[src/rtl/bp_pkg.sv]
// Shared branch-predictor definitions: branch-type encodings, 2-bit counter
// states used by the BHT, and the update entry carried through the scheduler.
package bp_pkg;

    localparam logic [1:0] TYPE_NO     = 2'b00;
    localparam logic [1:0] TYPE_BRANCH = 2'b01;
    localparam logic [1:0] TYPE_RET    = 2'b10;
    localparam logic [1:0] TYPE_J      = 2'b11;

    localparam logic [1:0] SNT = 2'b00;
    localparam logic [1:0] WNT = 2'b01;
    localparam logic [1:0] WT  = 2'b10;
    localparam logic [1:0] ST  = 2'b11;

    typedef struct packed {
        logic [31:0] addr;
        logic        success;
    } upd_entry_t;

endpackage

[src/rtl/bht_upd_fifo.sv]
// Circular buffer of pending BHT updates: up to two pushes and one pop per
// edge. Pushes are compacted by the caller (push_b implies push_a), and the
// caller guarantees it never pushes more than the free space.
module bht_upd_fifo
    import bp_pkg::*;
#(
    parameter int DEPTH = 4
) (
    input  logic                     clk,
    input  logic                     rst,
    input  logic                     push_a,
    input  upd_entry_t               data_a,
    input  logic                     push_b,
    input  upd_entry_t               data_b,
    input  logic                     pop,
    output upd_entry_t               head,
    output logic [$clog2(DEPTH):0]   count
);

    localparam int PW = $clog2(DEPTH);
    localparam int CW = PW + 1;

    upd_entry_t     mem [DEPTH];
    logic [PW-1:0]  rd_ptr;
    logic [PW-1:0]  wr_ptr;
    logic [CW-1:0]  n_push;

    assign n_push = CW'(push_a) + CW'(push_b);
    assign head   = mem[rd_ptr];

    // Storage writes; second push lands in the slot after the first.
    // NOTE: the data array has no reset -- only pointers and count define
    // validity, so stale contents are never observed and no reset fan-out is needed.
    always_ff @(posedge clk) begin
        if (push_a) mem[wr_ptr] <= data_a;
        if (push_b) mem[wr_ptr + PW'(1)] <= data_b;
    end

    // Pointer and occupancy tracking; pointers wrap naturally (DEPTH is a power of two).
    // NOTE: sequential state uses non-blocking assignments so every register
    // samples pre-edge values regardless of statement order.
    always_ff @(posedge clk or negedge rst) begin
        if (!rst) begin
            rd_ptr <= '0;
            wr_ptr <= '0;
            count  <= '0;
        end else begin
            wr_ptr <= wr_ptr + PW'(n_push);
            if (pop) rd_ptr <= rd_ptr + PW'(1);
            count  <= count + n_push - CW'(pop);
        end
    end

endmodule

[src/rtl/bht_update_sched.sv]
// Serialises up to two resolved conditional branches per cycle from the EX
// pipes into the single-update-per-cycle BHT correction port, in age order,
// with a same-cycle bypass when nothing is queued and drop accounting.
module bht_update_sched
    import bp_pkg::*;
#(
    parameter int DEPTH = 4,
    parameter int CNT_W = 16
) (
    input  logic                     clk,
    input  logic                     rst,
    input  logic [1:0]               ex1_branch_type_i,
    input  logic [31:0]              ex1_inst_addr_i,
    input  logic                     ex1_branch_success_i,
    input  logic [1:0]               ex2_branch_type_i,
    input  logic [31:0]              ex2_inst_addr_i,
    input  logic                     ex2_branch_success_i,
    input  logic                     stall_i,
    output logic                     upd_ready_o,
    output logic [1:0]               bht_branch_type_o,
    output logic [31:0]              bht_inst_addr_o,
    output logic                     bht_branch_success_o,
    output logic [$clog2(DEPTH):0]   pending_o,
    output logic                     drop_o,
    output logic [CNT_W-1:0]         drop_cnt_o
);

    localparam int CW = $clog2(DEPTH) + 1;

    upd_entry_t    ex1_entry, ex2_entry, head;
    upd_entry_t    data_a;
    logic [CW-1:0] count, space;
    logic          ex1_push, ex2_push;
    logic          bypass_ex1, bypass_ex2, pop;
    logic          want1, want2, acc1, acc2;
    logic          push_a, push_b;
    logic [1:0]    n_drop;
    logic [CNT_W:0] drop_sum;

    assign ex1_entry = '{addr: ex1_inst_addr_i, success: ex1_branch_success_i};
    assign ex2_entry = '{addr: ex2_inst_addr_i, success: ex2_branch_success_i};

    // Returns and jumps carry no direction history; only conditional branches update.
    assign ex1_push = (ex1_branch_type_i == TYPE_BRANCH);
    assign ex2_push = (ex2_branch_type_i == TYPE_BRANCH);

    // Space is taken before this edge's pop, so the ready flag is conservative.
    assign space       = CW'(DEPTH) - count;
    assign upd_ready_o = (space >= CW'(2));
    assign pending_o   = count;

    // Arbitration: pop vs bypass, then in-order acceptance of remaining pushes.
    // NOTE: every signal gets a default at the top so no path leaves one
    // unassigned, which would otherwise infer a latch.
    always_comb begin
        bypass_ex1 = 1'b0;
        bypass_ex2 = 1'b0;
        pop        = 1'b0;
        if (!stall_i) begin
            if (count != '0) begin
                pop = 1'b1;
            end else if (ex1_push) begin
                bypass_ex1 = 1'b1;
            end else if (ex2_push) begin
                bypass_ex2 = 1'b1;
            end
        end
        want1  = ex1_push && !bypass_ex1;
        want2  = ex2_push && !bypass_ex2;
        acc1   = want1 && (space != '0);
        acc2   = want2 && (space > CW'(acc1));
        // Compact accepted pushes so the FIFO always fills slot a first.
        push_a = acc1 || acc2;
        push_b = acc1 && acc2;
        data_a = acc1 ? ex1_entry : ex2_entry;
        n_drop = 2'(want1 && !acc1) + 2'(want2 && !acc2);
    end

    bht_upd_fifo #(.DEPTH(DEPTH)) u_fifo (
        .clk    (clk),
        .rst    (rst),
        .push_a (push_a),
        .data_a (data_a),
        .push_b (push_b),
        .data_b (ex2_entry),
        .pop    (pop),
        .head   (head),
        .count  (count)
    );

    assign drop_sum = {1'b0, drop_cnt_o} + (CNT_W + 1)'(n_drop);

    // Registered BHT port: queued head first, then bypass, else idle; stall holds payload.
    always_ff @(posedge clk or negedge rst) begin
        if (!rst) begin
            bht_branch_type_o    <= TYPE_NO;
            bht_inst_addr_o      <= '0;
            bht_branch_success_o <= 1'b0;
        end else if (stall_i) begin
            bht_branch_type_o    <= TYPE_NO;
        end else if (pop) begin
            bht_branch_type_o    <= TYPE_BRANCH;
            bht_inst_addr_o      <= head.addr;
            bht_branch_success_o <= head.success;
        end else if (bypass_ex1) begin
            bht_branch_type_o    <= TYPE_BRANCH;
            bht_inst_addr_o      <= ex1_entry.addr;
            bht_branch_success_o <= ex1_entry.success;
        end else if (bypass_ex2) begin
            bht_branch_type_o    <= TYPE_BRANCH;
            bht_inst_addr_o      <= ex2_entry.addr;
            bht_branch_success_o <= ex2_entry.success;
        end else begin
            bht_branch_type_o    <= TYPE_NO;
        end
    end

    // Drop pulse for one cycle and saturating drop counter.
    always_ff @(posedge clk or negedge rst) begin
        if (!rst) begin
            drop_o     <= 1'b0;
            drop_cnt_o <= '0;
        end else begin
            drop_o     <= (n_drop != 2'd0);
            drop_cnt_o <= drop_sum[CNT_W] ? '1 : drop_sum[CNT_W-1:0];
        end
    end

endmodule

[config.mk]
export PLATFORM = sky130hd
export DESIGN_NAME = bht_update_sched
export DESIGN_NICKNAME = d
export VERILOG_FILES = /design/src/rtl/bp_pkg.sv /design/src/rtl/bht_upd_fifo.sv /design/src/rtl/bht_update_sched.sv
export SDC_FILE = /design/constraint.sdc
export NUM_CORES = 1
export LEC_CHECK = 0
export BUFFER_PORTS_ARGS = -buffer_cell sky130_fd_sc_hd__buf_2
export CORE_ASPECT_RATIO = 0.75
export CORE_MARGIN = 4
export CORE_UTILIZATION = 50
export DETAILED_ROUTE_END_ITERATION = 8
export PLACE_DENSITY = 0.81
export SLEW_MARGIN = 40
export SYNTH_ARGS = -nofsm -noshare
export SYNTH_HDL_FRONTEND = slang
export SYNTH_SLANG_ARGS = --single-unit
[constraint.sdc]
create_clock -name clk -period 9.2 [get_ports clk]
set_clock_uncertainty 0.15 [all_clocks]
set_input_delay 1.84 -clock clk [delete_from_list [all_inputs] [get_ports clk]]
set_output_delay 1.84 -clock clk [all_outputs]
set_load 0.005 [all_outputs]
==> reports/metrics.yaml <==
run_status:
  status: "completed"
global_routing:
  antenna_found_initial: 2
  grt_use_total: 0.212
  grt_pass1_vias: 6368
  grt.overflow.total: 0
  grt_max_degree: 68
  grt_pass1_wl_microns: 35500
clock_network:
  cts_hold_buf: 0
  clkTransAtPathRegs_ps: 70
  clk_latency_ps: 430
  h-tree-depth: 4
  cts_made_buffers: 17
  clk_path_buf_depth: 2
  cts_sinks: 190
  ctsResizeCount: 0
  cts_tree: "yes"
  root_buffer: "clkbuf_16"
  cts_setup_buffers: 0
worst_setup_path:
  reg2reg_depth: 14
  criticalPathCategory: "in2reg"
  reg2reg_slack_ps: 4540
  end_kind: "flop"
  required_ps: 9240
  crit_path_start_kind: "input port"
  arrival_ps: 5330
  cp_max_fo: 23
timing:
  fmax_mhz: 189
  fin_setup_tns_ps: 0
  tightestPinTransition_ps: 824
  slew_violations: 0
  finalCritPeriodShare: 0.576
  fin_ws_ps: 3910
  rsz0062_at_grt: "false"
  finalCriticalPeriod_ps: 5290
  setup_viol: 0
  max_slew_margin: 0.451
  hold_viol_final: 0
detailed_routing:
  drt_iter0_drc: 479
  avgRoutedWirePerCell_microns: 20.5
  ant_nets: 0
  drt-pass1-iter-count: 5
  vias: 6222
  drc: 0
  wl_microns: 21900
  via_per_inst: 5.83
synth:
  ys_types: 41
  synth.area.top_cells: "edfxtp_1 42%, dfrtp_1 15%, mux2_2 8.7%"
  yosys.area.top_type: "edfxtp_1"
  ys_ff_latch: 190
  synth_cells: 694
  synth_top_area_share: 0.420
  yosysWarnings: 0
  synthesis.nets: 784
  synth_area_sq_um: 9440
  avgSynthCellArea_sq_um: 13.6
  synthArstFlopShare: 0.305
  ys_seq_area_frac: 0.573
  ys_dominant_reg_cell: "edfxtp_1"
  synth_enable_flop_cells: 132
final_layout:
  syn2layout_area_growth_pct: 16.1
  finish.utilization: 0.592
  drive_gt1_frac: 0.309
  nets: 896
pwr:
  switching_share: 0.333
  ir_drop_mv: 0.146
  netSwitchingPower_mw: 1.04
  powerDensity_nw_per_um2: 286
  seq_power_share: 0.436
  p_leak_nw: 4.33
  power_frac_clock: 0.229
  intPower_mw: 2.09
  combinationalPowerShare: 0.335
placed_design:
  preCtsSetupSlack_ps: 3460
  io_buffer_count: 127
  place_hpwl_microns: 13700
  routabilityCongestion: 0.823
floorplanning:
  start_util: 0.510
  fp.dieW_microns: 167
  die_h_microns: 127
  std_cell_rows: 43
  die-area_sq_um: 21200
  io_pins: 129
  core_sq_um: 18500
worst_hold_path:
  worstHoldPathType: "reg2reg"
  hold_path_depth: 2
run:
  drv_cap: 0
## path summary, 6_finish.rpt
kind / from / end
setup / recovery: ex1_branch_type_i[1] / u_fifo.mem[1][21]
hold / removal: bht_inst_addr_o[6] / bht_inst_addr_o[6]
setup reg to reg: u_fifo.count[0] / u_fifo.mem[1][21]
hold reg to reg: bht_inst_addr_o[6] / bht_inst_addr_o[6]
max in group asynchronous: rst / u_fifo.rd_ptr[1]
min in group asynchronous: rst / bht_inst_addr_o[16]
## area by class of cell
cell class | instances | area [sq um]
clock buffer | 21 | 450
antenna | 2 | 5.00
tap | 247 | 309
fill | 1516 | 7550
timing repair buffer | 140 | 741
sequential | 190 | 5420
clock inverter | 11 | 115
inverter | 13 | 48.8
multi-input combinational | 444 | 3870
## state kept, by name (all words and copies together) (netlist names)
register              count
bht_branch_success_o      1
bht_branch_type_o         1
bht_inst_addr_o          32
drop_cnt_o               16
drop_o                    1
u_fifo.count              3
u_fifo.mem              132
u_fifo.rd_ptr             2
u_fifo.wr_ptr             2
## power by group through the flow
| stage | clock network (mW) | registers, mW | logic [mW] |
|---|---|---|---|
| global route | 0.769 | 1.39 | 1.15 |
| floorplan | 0 | 1.34 | 0.719 |
| CTS | 0.728 | 1.37 | 1.05 |
| finish | 0.719 | 1.37 | 1.05 |
| global placement | 0 | 1.37 | 1.02 |
| detailed placement | 0 | 1.38 | 1.04 |
## worst max-delay path, stage by stage
cell	delay (ps)
buf_2	100
nand2b_1	300
a211oi_4	560
ha_1	360
o21ai_0	140
nand2_1	90
inv_1	70
ha_1	250
inv_1	160
o31ai_4	600
buf_4	480
mux2_1	370
## kinds of logic (layout without fill, tap and decap cells)
group | count (synthesis) | in the layout | synth area share
other | 1 | 3 | 0.000397
multiplexers | 201 | 201 | 0.231
AO/OA/AOI/OAI | 124 | 124 | 0.0885
XOR/XNOR | 10 | 10 | 0.00927
adder cells (fa/ha/maj) | 17 | 17 | 0.0241
flip-flops | 190 | 190 | 0.573
buffers and inverters | 60 | 185 | 0.0273
AND/OR/NAND/NOR | 91 | 91 | 0.0460
## through the flow
stage               power [mW]  std cells  instance area (sq um)  hold slack (ps)
floorplan                 2.06        694                   9440              327
global placement          2.39       1033                  10400              357
detailed placement        2.43       1033                  10400              364
CTS                       3.15       1065                  10900              381
global route              3.32       1068                  11000              398
finish                    3.13       1068                  11000              379
## synthesized netlist by cell type, types with 2 or more instances
cell type,number
o31ai_1,2
inv_1,13
and4_1,2
nand2_1,14
buf_4,2
a211oi_1,2
clkbuf_1,22
a21oi_1,39
nand4_1,4
nand2_2,2
fa_1,2
buf_2,20
ha_1,15
mux2_2,73
dfrtp_1,58
buf_1,3
o22ai_1,33
mux2_1,62
nand2b_1,5
and3_1,2
o31ai_2,2
nand3_1,9
o21ai_0,6
edfxtp_1,132
nor2_1,40
nor3_1,3
nor2b_1,4
xnor2_1,10
a31oi_1,4
a221oi_1,33
mux2i_1,66
## cells in the final DEF, fill, tap and decap left out, drive strengths merged, types with 14 or more instances in the layout
master and count:
buf 140, mux2 135, edfxtp 132, mux2i 66, dfrtp 58, nor2 40
a21oi 39, o22ai 33, a221oi 33, clkbuf 21, nand2 16, ha 15
inv 14
## metal layers
| metal | global-route usage | vias up | routed length [microns] |
|---|---|---|---|
| li1 | - | 2901 | - |
| met1 | 0.299 | 3062 | 9890 |
| met2 | 0.338 | 233 | 10200 |
| met3 | 0.0448 | 26 | 1510 |
| met4 | 0.0572 | 0 | 324 |
| met5 | 0 | - | 0 |
(Power assumes the default switching activity.)
